**src/rtl/leaf_out_arbiter_pkg.sv**
```systemverilog
// rtl/leaf_out_arbiter_pkg.sv - shared state encoding, defaults and index helper for the leaf output arbiter
package leaf_out_arbiter_pkg;

    typedef enum logic {
        ARB_IDLE = 1'b0,
        ARB_LOCK = 1'b1
    } arb_state_e;

    localparam int DEF_NUM_REQ      = 4;
    localparam int DEF_PAYLOAD_BITS = 32;
    localparam int DEF_MAX_BURST    = 16;

    // Inputs never exceed 2*n-2, so a single conditional subtract is enough.
    function automatic int rr_wrap(input int idx, input int n);
        return (idx >= n) ? idx - n : idx;
    endfunction

endpackage

```
**src/rtl/leaf_rr_picker.sv**
```systemverilog
// rtl/leaf_rr_picker.sv - combinational round-robin picker: first requester at or after rr_ptr
module leaf_rr_picker
    import leaf_out_arbiter_pkg::*;
#(
    parameter int NUM_REQ  = DEF_NUM_REQ,
    parameter int IDX_BITS = 2
) (
    input  logic [NUM_REQ-1:0]  req_i,
    input  logic [IDX_BITS-1:0] rr_ptr_i,
    output logic                any_o,
    output logic [IDX_BITS-1:0] winner_o
);

    // Scan from the far end so the requester closest to rr_ptr overrides.
    always_comb begin
        int idx;
        idx      = 0;
        any_o    = 1'b0;
        winner_o = rr_ptr_i;
        for (int k = NUM_REQ - 1; k >= 0; k--) begin
            idx = rr_wrap(int'(rr_ptr_i) + k, NUM_REQ);
            if (req_i[idx]) begin
                any_o    = 1'b1;
                winner_o = IDX_BITS'(idx);
            end
        end
    end

endmodule

```
**src/rtl/leaf_out_arbiter.sv**
```systemverilog
// rtl/leaf_out_arbiter.sv - packet-locked round-robin arbiter feeding one registered leaf output port
module leaf_out_arbiter
    import leaf_out_arbiter_pkg::*;
#(
    parameter int NUM_REQ      = DEF_NUM_REQ,
    parameter int PAYLOAD_BITS = DEF_PAYLOAD_BITS,
    parameter int MAX_BURST    = DEF_MAX_BURST,
    parameter int IDX_BITS     = 2,
    parameter int CNT_BITS     = 5
) (
    input  logic                            clk_user,
    input  logic                            reset,
    input  logic [NUM_REQ*PAYLOAD_BITS-1:0] din_user2arb,
    input  logic [NUM_REQ-1:0]              vld_user2arb,
    input  logic [NUM_REQ-1:0]              last_user2arb,
    output logic [NUM_REQ-1:0]              ack_arb2user,
    output logic [PAYLOAD_BITS-1:0]         din_leaf_user2interface,
    output logic                            vld_user2interface,
    input  logic                            ack_interface2user,
    output logic [IDX_BITS-1:0]             grant_id,
    output logic                            busy
);

    arb_state_e              state_q;
    logic [IDX_BITS-1:0]     rr_ptr_q;
    logic [IDX_BITS-1:0]     grant_q;
    logic [CNT_BITS-1:0]     beat_cnt_q;
    logic                    out_vld_q;
    logic                    out_vld_d;
    logic [PAYLOAD_BITS-1:0] out_data_q;
    logic [PAYLOAD_BITS-1:0] out_data_d;

    logic                    pick_any;
    logic [IDX_BITS-1:0]     pick_idx;
    logic                    can_load;
    logic                    grant_vld;
    logic                    grant_last;
    logic [PAYLOAD_BITS-1:0] grant_din;
    logic                    accept;
    logic                    release_grant;
    logic [IDX_BITS-1:0]     next_ptr;

    leaf_rr_picker #(
        .NUM_REQ  (NUM_REQ),
        .IDX_BITS (IDX_BITS)
    ) u_picker (
        .req_i    (vld_user2arb),
        .rr_ptr_i (rr_ptr_q),
        .any_o    (pick_any),
        .winner_o (pick_idx)
    );

    // The output stage can take a beat when empty or draining this cycle.
    always_comb begin
        can_load      = !out_vld_q || ack_interface2user;
        grant_vld     = vld_user2arb[grant_q];
        grant_last    = last_user2arb[grant_q];
        grant_din     = din_user2arb[int'(grant_q)*PAYLOAD_BITS +: PAYLOAD_BITS];
        accept        = (state_q == ARB_LOCK) && can_load && grant_vld;
        release_grant = accept && (grant_last || (beat_cnt_q == CNT_BITS'(MAX_BURST - 1)));
        next_ptr      = (grant_q == IDX_BITS'(NUM_REQ - 1)) ? '0 : grant_q + 1'b1;

        ack_arb2user = '0;
        if (state_q == ARB_LOCK) begin
            ack_arb2user[grant_q] = can_load;
        end
    end

    always_ff @(posedge clk_user) begin
        if (reset) begin
            state_q    <= ARB_IDLE;
            rr_ptr_q   <= '0;
            grant_q    <= '0;
            beat_cnt_q <= '0;
        end else begin
            case (state_q)
                ARB_IDLE: begin
                    if (pick_any) begin
                        grant_q    <= pick_idx;
                        beat_cnt_q <= '0;
                        state_q    <= ARB_LOCK;
                    end
                end
                ARB_LOCK: begin
                    if (accept) begin
                        beat_cnt_q <= beat_cnt_q + 1'b1;
                        if (release_grant) begin
                            state_q  <= ARB_IDLE;
                            rr_ptr_q <= next_ptr;
                        end
                    end
                end
                default: state_q <= ARB_IDLE;
            endcase
        end
    end

    // A load in the same cycle as a drain keeps the stage full with the new beat.
    always_comb begin
        out_vld_d  = out_vld_q;
        out_data_d = out_data_q;
        if (accept) begin
            out_vld_d  = 1'b1;
            out_data_d = grant_din;
        end else if (ack_interface2user) begin
            out_vld_d = 1'b0;
        end
    end

    always_ff @(posedge clk_user) begin
        if (reset) begin
            out_vld_q  <= 1'b0;
            out_data_q <= '0;
        end else begin
            out_vld_q  <= out_vld_d;
            out_data_q <= out_data_d;
        end
    end

    assign vld_user2interface      = out_vld_q;
    assign din_leaf_user2interface = out_data_q;
    assign grant_id                = grant_q;
    assign busy                    = (state_q == ARB_LOCK);

endmodule

```
**config.mk**
```make
export PLATFORM = sky130hd
export DESIGN_NAME = leaf_out_arbiter
export DESIGN_NICKNAME = d
export VERILOG_FILES = /design/src/rtl/leaf_out_arbiter_pkg.sv /design/src/rtl/leaf_rr_picker.sv /design/src/rtl/leaf_out_arbiter.sv
export SDC_FILE = /design/constraint.sdc
export NUM_CORES = 1
export LEC_CHECK = 0
export BUFFER_PORTS_ARGS = -buffer_cell sky130_fd_sc_hd__buf_2
export CAP_MARGIN = 25
export CORE_ASPECT_RATIO = 0.9
export CORE_MARGIN = 4
export CORE_UTILIZATION = 45
export CTS_BUF_LIST = sky130_fd_sc_hd__clkbuf_16
export DETAILED_ROUTE_END_ITERATION = 6
export GPL_ROUTABILITY_DRIVEN = 0
export GPL_TIMING_DRIVEN = 0
export PLACE_DENSITY = 0.94
export SYNTH_ARGS = -nofsm -noshare
export SYNTH_HDL_FRONTEND = slang
export SYNTH_SLANG_ARGS = --single-unit
```
**constraint.sdc**
```tcl
create_clock -name clk_user -period 4.33 [get_ports clk_user]
set_input_delay 0.866 -clock clk_user [delete_from_list [all_inputs] [get_ports clk_user]]
set_output_delay 0.866 -clock clk_user [all_outputs]
set_load 0.02 [all_outputs]
```
=== Yosys cells after proc, flatten, opt, wreduce, memory -nomap -nowiden ===
Index checks and enable logic that the tools add are counted.

* Output and inout port bits: 40
* Register bits: 43
* Word-level logic and storage cells: 84

* Add/subtract/negate cells: 9
* Reduce and logical (&&, ||, !) cells: 11
* Bitwise logic cells: 2
* Magnitude comparators: 10
* Shift-type cells: 1
* Equality and inequality tests: 4
* Multiplexer cells: 41

{| class="wikitable"
|+ Operator list
! cell !! number
|-
| 32-bit by 4-bit < comparator with 1-bit output (second input constant) || 4
|-
| 32-bit two-way mux || 4
|-
| 128-bit by 8-bit variable part select with 32-bit output || 1
|-
| 32-bit by 4-bit >= comparator with 1-bit output (second input constant) || 3
|-
| 32-bit by 4-bit subtractor with 32-bit output (second input constant) || 3
|-
| 1-bit two-way mux || 20
|-
| 1-bit binary-select mux with 2-bit select || 6
|-
| 2-bit two-way mux || 5
|-
| 5-bit two-way mux || 2
|-
| 5-bit case mux with 2 select lines || 1
|-
| 2-bit by 2-bit adder with 3-bit output (second input constant) || 2
|-
| 5-bit by 1-bit adder with 5-bit output (second input constant) || 1
|-
| 5-bit by 4-bit == test with 1-bit output (second input constant) || 1
|-
| 4-bit bitwise AND || 1
|-
| 1-bit logical AND || 4
|-
| 4-bit two-way mux || 1
|-
| 2-bit AND reduction || 2
|-
| 2-bit by 3-bit subtractor with 4-bit output (second input constant) || 1
|-
| 2-bit by 1-bit adder with 3-bit output (second input constant) || 1
|-
| 2-bit by 3-bit >= comparator with 1-bit output (second input constant) || 1
|-
| 2-bit by 3-bit < comparator with 1-bit output (second input constant) || 1
|-
| 3-bit AND reduction || 1
|-
| 2-bit by 1-bit adder with 2-bit output (second input constant) || 1
|-
| 1-bit demux with 2-bit select || 1
|-
| 9 further kinds || 10
|}

=== Depth between registers and ports, before layout ===
* Depth after elaboration: 12
* Gate-level depth with buffers: 7
* Gate-level depth less buffers: 7

=== Modules after synthesis ===
From an unflattened synthesis, not the netlist that was laid out.

* Cells, all modules: 264
* Area, all modules: 2,808.9 um2

{| class="wikitable"
|+ By module, submodules not included
! module !! instances !! area an instance (um2) !! cells an instance !! sequential area each (um2)
|-
| leaf_out_arbiter || 1 || 2,708.8 || 248 || 860.8
|-
| leaf_rr_picker || 1 || 100.1 || 16 || 0.0
|}

=== Least setup slack after synthesis ===
Ideal clock, no wire load.

* Path kind: register to output
* Start point: register grant_q[1], in the netlist grant_id[1]
* End point: output ack_arb2user[1]
* Slack: 1.996 ns
* Stages on the path, launching flop included: 6
* Buffers on the path: 2
* Arrival: 1.468 ns
* Cell sequence: dfxtp_1 buf_6 clkbuf_1 inv_1 ha_1 and3_1

* Word-level cells in the longest chain between the ends: 6
* Elaborated cells between the ends (all ways): 7
* Classes of those cells: order compare: 2; mux: 3; bitwise: 1; reduce/logical: 1

{| class="wikitable"
|+ RTL lines
! element !! RTL line !! RTL
|-
| start, declared || leaf_out_arbiter.sv:26 || <nowiki>logic [IDX_BITS-1:0] grant_q;</nowiki>
|-
| start signal, assigned || leaf_out_arbiter.sv:79 || <nowiki>grant_q <= pick_idx;</nowiki>
|-
| 2-bit by 3-bit < comparator with 1-bit output (implied by the code) / 2-bit by 1-bit >= comparator with 1-bit output (equally long branches) || leaf_out_arbiter.sv:65 || <nowiki>ack_arb2user[grant_q] = can_load;</nowiki>
|-
| 1-bit logical AND (implied by the code) || leaf_out_arbiter.sv:65 ||
|-
| 1-bit two-way mux (implied by the code) || leaf_out_arbiter.sv:65 ||
|-
| 1-bit demux with 2-bit select * || leaf_out_arbiter.sv:65 ||
|-
| 4-bit bitwise AND (no source line) * || - ||
|-
| 4-bit two-way mux * || leaf_out_arbiter.sv:64 || <nowiki>if (state_q == ARB_LOCK) begin</nowiki>
|-
| end, declared || leaf_out_arbiter.sv:16 || <nowiki>output logic [NUM_REQ-1:0] ack_arb2user,</nowiki>
|}

Every way passes the cells marked *; elsewhere a longest branch is shown, timed or not.

=== Worst setup path after layout ===
* Start point: register grant_q[1], in the netlist grant_id[1]
* End point: output ack_arb2user[0]

The elaborated chain is that of the path after synthesis.

==> run_results.csv <==
group,metric,value,unit
run_status,outcome,"finished, final reports clean",
cts,insertion_delay,280,ps
global_routing,gr-usage-met1,0.245,
yosys,synth_largest_area_cell,"dfxtp_1",
setup_path,startpoint_type,"register",
setup_path,slowest_delay,460,ps
cts,clk_path_buf_depth,2,
global_routing,grt_use_met2,0.434,
global_routing,grt.overflow.total,0,
run,cap_violations,0,
setup_path,crit_chain,"buf_6, clkbuf_1, inv_1, ha_1, and3_1, buf_2",
setup_path,cp.arrival,1960,ps
yosys,synthTopCellsByCount,"nand2_1, dfxtp_1, a21oi_1",
timing,fmax,354,MHz
yosys,syn-instance-count,264,
route,vias,2747,
cts,path_clk_slew,60,ps
yosys,synth_area_per_cell,9.82,um2
die,die_width,88.0,um
route,drc,0,
global_routing,use_met3,0.0495,
yosys,yosysMostFrequentCell,"nand2_1",
finish,area.growth.synth_to_final,42.8,%
cts,cts_tree,"built",
cts,root_buffer,"clkbuf_16",
power,vdd_drop_max,243,uV
route,antenna_left,0,
setup_path,cp-end-kind,"output port",
finish,fin_cells,516,
die,dieHeight,80.0,um
die,core,5410,um2
timing,tightest_slew,613,ps
yosys,ys_types,32,
die,rows,25,
power,power_density,296,nW/um2
yosys,synth_edf_count,0,
finish,nNetsFinal,593,
finish,drive_gt1_frac,0.521,
yosys,yosysWarnings,0,
timing,maxSlewViolCount,0,
global_routing,grt_max_degree,14,
timing,finalHoldViolCount,0,
timing,finalCritPeriodShare,0.653,
timing,fin_worst_skew,7.16,ps
finish,diodes,0,
power,p_leak,1.70,nW
timing,min_period,2830,ps
placed_design,placedCellCount,508,
global_routing,gr-max-usage-layer,"met2",
global_routing,grt_pass1_vias,2785,
cts,h-tree-depth,2,
yosys,syn-cell-area,2590,um2
global_routing,track_usage,0.227,
route,avgRoutedWirePerCell,15.9,um
setup_path,critPathKind,"register to output port",
setup_path,crit_path_top_delay_cell,"clkbuf_1",
yosys,synthFlopType,"dfxtp_1",
die,io_pins,179,
timing,finalSetupTns,0,ps
setup_path,worstPathRequired,3460,ps
die,die-area,7040,um2
timing,rsz0062_at_grt,"no",
yosys,netlist.area_leader.share,0.332,
cts,cts_hold_buf,0,
yosys,ys_seq_area_frac,0.332,
route,drtPass1Iterations,6,
cts,cts_buffers,5,
cts,cts_resized,0,
route,drtIter0Drc,59,
placed_design,hpwl,6.75,mm
hold_path,hp-class,"register to register",
placed_design,numPortBuffers,177,
placed_design,dp_slack,1780,ps
timing,postLayoutSetupSlackWorst,1500,ps
yosys,synth.area.top_cells,"dfxtp_1, mux4_2, nand2_1",
route,wl,8.20,mm
global_routing,grt_antenna_before_repair,0,
timing,slew_headroom,0.591,
cts,numClockSinks,43,
route,drt-vias-per-instance,5.32,
yosys,async_reset_ff_frac,0,
die,start_util,0.479,
setup_path,cp_max_fo,10,
timing,setup_viol,0,
cts,cts_setup_buffers,0,
yosys,ys_ff_latch,43,
yosys,syn_nets,409,
global_routing,grt_pass1_wl,12.4,mm
critical path: cells and delay by family, from the launching register on:
kind / cells / cell delay (ps)
adder cells (fa/ha/maj): 1 / 210
buffers and inverters: 4 / 920
flip-flops: 1 / 380
AND/OR/NAND/NOR: 1 / 160
registers in the layout (all words and copies together) (netlist names):
name	count
grant_id	2
vld_user2interface	1
beat_cnt_q	5
rr_ptr_q	2
din_leaf_user2interface	32
busy	1
metrics by stage:
step	hold slack [ps]	util	total power, W	area [um2]
floorplan	448	-	0.000629	2590
global placement	439	0.658	0.000738	3560
detailed placement	445	0.658	0.000750	3560
CTS	453	0.684	0.00111	3700
global route	473	0.684	0.00115	3700
finish	452	0.684	0.00110	3700
worst paths after layout:
kind / start / endpoint / slack (ps) / cells after the start
hold reg to reg: din_leaf_user2interface[15]$_SDFFE_PP0N_ / din_leaf_user2interface[15]$_SDFFE_PP0N_ / 450 / 2
hold / removal: din_leaf_user2interface[15]$_SDFFE_PP0N_ / din_leaf_user2interface[15]$_SDFFE_PP0N_ / 450 / 2
setup reg to reg: grant_id[1]$_SDFFE_PP0P_ / din_leaf_user2interface[25]$_SDFFE_PP0N_ / 2400 / 7
setup / recovery: grant_id[1]$_SDFFE_PP0P_ / ack_arb2user[0] / 1500 / 6
power by group:
part	total, W	switching [W]	leakage, nW	internal, W
Clock	0.000356	0.000146	0.0733	0.000210
Combinational	0.000304	0.000151	1.27	0.000153
Sequential	0.000435	0.0000148	0.350	0.000421
Total	0.00110	0.000311	1.70	0.000784
cell families (layout without fill, tap and decap cells):
logic type / Yosys count / count (layout) / synth area share
muxes: 35 / 35 / 0.294
buffers and inverters: 27 / 212 / 0.0622
adders and majority gates: 6 / 6 / 0.0289
DFF: 43 / 43 / 0.332
AOI/OAI and AO/OA: 48 / 48 / 0.0974
xor gates and xnor gates: 2 / 2 / 0.00675
and+or+nand+nor: 103 / 103 / 0.178
cell type report:
type / instances / area [um2]
Inverter: 3 / 11.3
Multi-Input combinational cell: 194 / 1570
Buffer: 24 / 150
Timing Repair Buffer: 177 / 886
Clock buffer: 5 / 125
Fill cell: 414 / 1710
Tap cell: 67 / 83.8
Sequential cell: 43 / 861
Clock inverter: 3 / 15.0
layer usage:
metal / vias up / part of all wire
met5: - / 0
met4: 0 / 0.013
met3: 11 / 0.093
met2: 127 / 0.54
met1: 1286 / 0.36
li1: 1323 / -
cells in the final DEF, fill, tap and decap left out:
cell type,instances
a2111o_1,1
nand2b_1,3
inv_2,1
inv_1,2
o21ai_1,3
xor2_1,2
o211ai_1,1
ha_1,6
buf_2,183
nand4_1,2
buf_6,6
a21oi_1,41
clkbuf_1,9
or4_1,1
nand3_1,3
a22o_1,1
nor2_1,6
nor3b_1,2
and3_1,7
buf_4,2
or2_1,1
nand2_1,67
nor4_1,1
mux4_2,33
clkinv_2,3
dfxtp_1,43
o21ai_0,1
nand3_2,1
nand3b_1,1
clkbuf_16,5
mux2i_1,2
nor2b_1,5
nor3_1,3
buf_1,1
(Power assumes the default switching activity.)
